$ cat src/rtl/imem_uart_loader.sv
// rtl/imem_uart_loader.sv - boot loader that fills instruction memory from a framed UART byte stream
module imem_uart_loader #(
    parameter int          ADDR_W      = 12,
    parameter int          MAX_WORDS   = 128,
    parameter logic [7:0]  SYNC_BYTE   = 8'hA5,
    parameter int          TIMEOUT_CYC = 1000000
) (
    input  logic              clk,
    input  logic              reset_n,
    input  logic              rx_valid,
    input  logic [7:0]        rx_data,
    output logic              mem_we,
    output logic [ADDR_W-1:0] mem_addr,
    output logic [31:0]       mem_wdata,
    output logic              core_hold,
    output logic              done,
    output logic              error
);

    localparam int TO_W = $clog2(TIMEOUT_CYC + 1);

    typedef enum logic [2:0] {
        S_IDLE  = 3'd0,
        S_LEN0  = 3'd1,
        S_LEN1  = 3'd2,
        S_DATA  = 3'd3,
        S_CSUM  = 3'd4,
        S_DONE  = 3'd5,
        S_ERROR = 3'd6
    } state_t;

    state_t          state;
    state_t          state_nx;
    logic [7:0]      len_lo;
    logic [15:0]     len;
    logic [15:0]     word_cnt;
    logic [1:0]      byte_idx;
    logic [23:0]     asm_word;
    logic [7:0]      csum;
    logic [TO_W-1:0] idle_cnt;

    logic [15:0]     len_full;
    logic            len_bad;
    logic            last_word;
    logic            in_frame;
    logic            timeout_hit;

    assign len_full    = {rx_data, len_lo};
    assign len_bad     = (len_full == 16'd0) || (len_full > 16'(MAX_WORDS));
    assign last_word   = (word_cnt == len - 16'd1);
    assign in_frame    = (state == S_LEN0) || (state == S_LEN1) ||
                         (state == S_DATA) || (state == S_CSUM);
    // The expiry cycle is the TIMEOUT_CYC-th cycle after the last byte; a byte in it still wins.
    assign timeout_hit = (idle_cnt == TO_W'(TIMEOUT_CYC - 1));

    // State register
    always_ff @(posedge clk or negedge reset_n) begin
        if (!reset_n) begin
            state <= S_IDLE;
        end else begin
            state <= state_nx;
        end
    end

    // Frame parsing: next state from the incoming byte, with idle timeout as fallback
    always_comb begin
        state_nx = state;
        case (state)
            S_IDLE: begin
                if (rx_valid && rx_data == SYNC_BYTE) state_nx = S_LEN0;
            end
            S_LEN0: begin
                if (rx_valid) state_nx = S_LEN1;
            end
            S_LEN1: begin
                if (rx_valid) state_nx = len_bad ? S_ERROR : S_DATA;
            end
            S_DATA: begin
                if (rx_valid && byte_idx == 2'd3 && last_word) state_nx = S_CSUM;
            end
            S_CSUM: begin
                if (rx_valid) state_nx = (rx_data == csum) ? S_DONE : S_ERROR;
            end
            S_DONE: begin
                state_nx = S_DONE;
            end
            S_ERROR: begin
                if (rx_valid && rx_data == SYNC_BYTE) state_nx = S_LEN0;
            end
            default: begin
                state_nx = S_IDLE;
            end
        endcase
        if (in_frame && !rx_valid && timeout_hit) state_nx = S_ERROR;
    end

    // Status outputs decoded from the state register, so they move one clock after the deciding byte
    always_comb begin
        done      = (state == S_DONE);
        error     = (state == S_ERROR);
        core_hold = (state != S_DONE);
    end

    // Datapath: length capture, word assembly, checksum, idle counter and the write strobe
    always_ff @(posedge clk or negedge reset_n) begin
        if (!reset_n) begin
            mem_we    <= 1'b0;
            mem_addr  <= '0;
            mem_wdata <= '0;
            len_lo    <= '0;
            len       <= '0;
            word_cnt  <= '0;
            byte_idx  <= '0;
            asm_word  <= '0;
            csum      <= '0;
            idle_cnt  <= '0;
        end else begin
            mem_we <= 1'b0;
            if (in_frame && !rx_valid) begin
                idle_cnt <= idle_cnt + TO_W'(1);
            end else begin
                idle_cnt <= '0;
            end
            if (rx_valid) begin
                case (state)
                    S_LEN0: begin
                        len_lo <= rx_data;
                    end
                    S_LEN1: begin
                        len      <= len_full;
                        word_cnt <= '0;
                        byte_idx <= '0;
                        csum     <= '0;
                    end
                    S_DATA: begin
                        csum     <= csum ^ rx_data;
                        byte_idx <= byte_idx + 2'd1;
                        case (byte_idx)
                            2'd0: asm_word[7:0]   <= rx_data;
                            2'd1: asm_word[15:8]  <= rx_data;
                            2'd2: asm_word[23:16] <= rx_data;
                            default: begin
                                mem_we    <= 1'b1;
                                mem_addr  <= {word_cnt[ADDR_W-3:0], 2'b00};
                                mem_wdata <= {rx_data, asm_word};
                                word_cnt  <= word_cnt + 16'd1;
                            end
                        endcase
                    end
                    default: begin
                    end
                endcase
            end
        end
    end

endmodule

$ cat config.mk
export PLATFORM = sky130hd
export DESIGN_NAME = imem_uart_loader
export DESIGN_NICKNAME = d
export VERILOG_FILES = /design/src/rtl/imem_uart_loader.sv
export SDC_FILE = /design/constraint.sdc
export NUM_CORES = 1
export LEC_CHECK = 0
export BUFFER_PORTS_ARGS = -buffer_cell sky130_fd_sc_hd__buf_2
export CAP_MARGIN = 20
export CORE_ASPECT_RATIO = 0.75
export CORE_UTILIZATION = 54
export CTS_CLUSTER_DIAMETER = 100
export DETAILED_ROUTE_END_ITERATION = 8
export PLACE_DENSITY = 0.78
export SYNTH_ARGS = -nofsm -noshare
export SYNTH_HDL_FRONTEND = slang
export SYNTH_SLANG_ARGS = --single-unit
$ cat constraint.sdc
create_clock -name clk -period 2.3 [get_ports clk]
set_clock_uncertainty 0.05 [all_clocks]
set_input_delay 0.345 -clock clk [delete_from_list [all_inputs] [get_ports clk]]
set_output_delay 0.345 -clock clk [all_outputs]
set_load 0.005 [all_outputs]
==> impl_metrics.py <==
metrics = {
    "yosys": {
        "ys.flop_type": "dfrtp_1",
        "ys_ff_latch": 140,
        "syn_inst": 603,
        "synth_edf_count": 0,
        "synth_common_cells": "dfrtp_1 (140), mux2_2 (80), nand2_1 (56), nor2_1 (42), o21ai_0 (40)",
        "synth.most_common_cell": "dfrtp_1",
        "synth_area_per_cell_um2": 11.1,
        "synthArstFlopShare_pct": 100,
        "yosysTopAreaCellShare_pct": 52.4,
        "ys.warnings.count": 0,
        "synth_area_leader_cell": "dfrtp_1",
        "synth_area_leaders": "dfrtp_1 (52%), mux2_2 (13%), xor2_1 (4.3%)",
        "synthesis.area_um2": 6690,
        "yosysUniqueCellTypes": 60,
        "yosysSeqAreaShare_pct": 52.4,
    },
    "worst_hold_path": {
        "hp-class": "primary input to flop",
    },
    "floorplan": {
        "dieArea_um2": 12800,
        "row_count": 34,
        "coreArea_um2": 11800,
        "fp.dieW_um": 131,
        "ios": 59,
        "die_y_um": 98.4,
        "start_util_pct": 56.5,
    },
    "sta": {
        "clock.fmax_ghz": 0.393,
        "setup_viol_count_final": 3,
        "tightest_slew_ns": 0.617,
        "period_minus_slack_ns": 2.54,
        "period_share_pct": 111,
        "maxSlewHeadroom_pct": 58.8,
        "rsz0062_at_grt": "yes",
        "finalHoldViolations": 0,
        "fin_ws_ns": -0.242,
        "maxSlewViolCount": 0,
    },
    "worst_setup_path": {
        "crit_path_start_kind": "flop",
        "required_ns": 2.56,
        "path_class": "flop to flop",
        "worst-path-buf-inv": 2,
        "cp_cell_sequence": "or4_4 > buf_6 > nor4_4 > a21oi_1 > nand3b_1 > a2111oi_4 > buf_4 > o21ai_1",
        "arrival_ns": 2.80,
        "slowest_delay_ns": 0.53,
        "cp_max_fo": 4,
        "crit_family": "simple AND/OR/NAND/NOR gates",
        "critical_path.endpoint_type": "flop",
        "rrSetupSlack_ns": -0.24,
        "slowest_stage": "or4_4",
    },
    "outcome": {
        "status": "complete, but fails checks",
        "violations": "setup timing",
    },
    "power_and_ir_drop": {
        "power_density_nw_per_um2": 1180,
        "p_leak_uw": 0.00388,
        "ir_worst_vdd_mv": 0.823,
    },
    "finish": {
        "postLayoutCoreUtil_pct": 69.5,
        "drive_gt1_share_pct": 34.7,
        "nFillCells": 870,
        "area_growth_pct": 22.8,
        "final_area_um2": 8220,
        "nets": 723,
    },
    "grt": {
        "grt_pass1_wl_um": 25500,
        "grt-ovfl-total": 0,
        "grt_max_degree": 67,
        "antenna_found_initial": 0,
        "grt_usage_pct": 26.2,
        "grt_pass1_vias": 5100,
    },
    "detailed_routing": {
        "drt.antenna.violating_nets": 0,
        "drt-initial-drc-count": 365,
        "via_per_inst": 5.72,
        "drt_first_pass_iters": 5,
        "vias": 5042,
        "wire_per_inst_um": 17.6,
        "routed_wl_um": 15500,
        "drc": 0,
    },
    "place": {
        "place.gp.congestion": 0.909,
        "hpwl_um": 10100,
        "post-place-ws_ns": -0.234,
        "io_buffer_count": 56,
        "place_area_um2": 7420,
    },
    "clock_network": {
        "clk_latency_ns": 0.42,
        "clock-sinks": 140,
        "cts_tree": "built",
        "cts_buffers": 17,
        "h-tree-depth": 4,
        "clk_root_buffer_cell": "clkbuf_16",
        "clkTransAtPathRegs_ns": 0.06,
        "clock_path_buffers": 2,
    },
    "job": {
        "drv_cap": 0,
    },
}
-- sequential cells by signal, summed over array words and instances (netlist names) --
| register | count |
|---|---|
| word_cnt | 16 |
| mem_we | 1 |
| asm_word | 24 |
| csum | 8 |
| idle_cnt | 20 |
| mem_addr | 10 |
| mem_wdata | 32 |
| state | 3 |
| len | 16 |
| byte_idx | 2 |
| len_lo | 8 |
-- logic make-up (layout without fill, tap and decap cells) --
kind of cell	count (synthesis)	count (layout)	share of synthesized area, %
flops	140	140	52.4
buf+inv	45	159	2.88
xor+xnor	50	50	6.55
simple gates	195	195	15.4
fa+ha+maj	7	7	1.31
other cells	1	3	0.0561
mux	81	81	13.6
compound gates	84	84	7.78
-- worst min-delay path, stage by stage --
cell     delay [ns]
buf_2          0.16
nand2_1        0.07
o21ai_0        0.07
-- metal layers --
layer | global-route usage (%) | wire length (µm)
met2 | 41.3 | 7640
met4 | 9.64 | 227
met3 | 5.97 | 689
met5 | 0 | 0
met1 | 35.3 | 6960
-- area by class of cell --
type	count	area, µm²	area share [%]
sequential	140	3500	42.7
multi-input combinational	419	3090	37.6
timing repair buffer	113	746	9.08
clock buffer	18	439	5.35
tap	162	203	2.47
clock inverter	14	181	2.21
inverter	14	52.6	0.640
antenna	1	2.50	0.0305
-- stage by stage --
step	instances	hold slack (ns)	power, µW	setup TNS (ns)
after floorplan	604	-0.000591	5460	-0.0160
after global placement	837	0.317	6340	-0.280
after detailed placement	837	0.332	6510	-0.632
after CTS	878	0.196	9590	-0.694
after global routing	880	0.259	10200	-2.86
final	881	0.220	9710	-0.710
-- cells in the final DEF, fill, tap and decap left out, types with 9 or more instances in the layout --
cell type	n
dfrtp_1	139
mux2_2	80
buf_2	55
nand2_1	54
buf_4	53
nor2_1	41
o21ai_0	40
xor2_1	33
nand3_1	18
clkbuf_16	17
xnor2_1	16
a21oi_1	14
inv_1	11
nand4_1	9
-- repair_timing --
| action | CTS | global route |
|---|---|---|
| setup buffers | 8 | 2 |
| hold buffers | 1 | 0 |
| cloned | 0 | 0 |
| gates resized for setup | 8 | 10 |
| pin swaps | 6 | 9 |
| setup endpoints to repair | 3 | 56 |
| hold endpoints to repair | 63 | 0 |
-- where the power goes --
part	internal, µW	total (µW)	switching, µW
Clock	1760	2880	1130
Combinational	1580	3140	1560
Sequential	3160	3690	532
Total	6500	9710	3210
-- path summary, 6_finish.rpt --
path                                    from       endpoint  cells after the start
worst max register to register        len[1]       state[1]                      8
worst min-delay path              rx_data[7]      len_lo[7]                      3
min in group asynchronous            reset_n   mem_wdata[4]                      2
worst min register to register  asm_word[23]   asm_word[23]                      2
max in group asynchronous            reset_n  mem_wdata[19]                      3
worst max-delay path                  len[1]       state[1]                      8
Power figures use the tool's default switching activity.
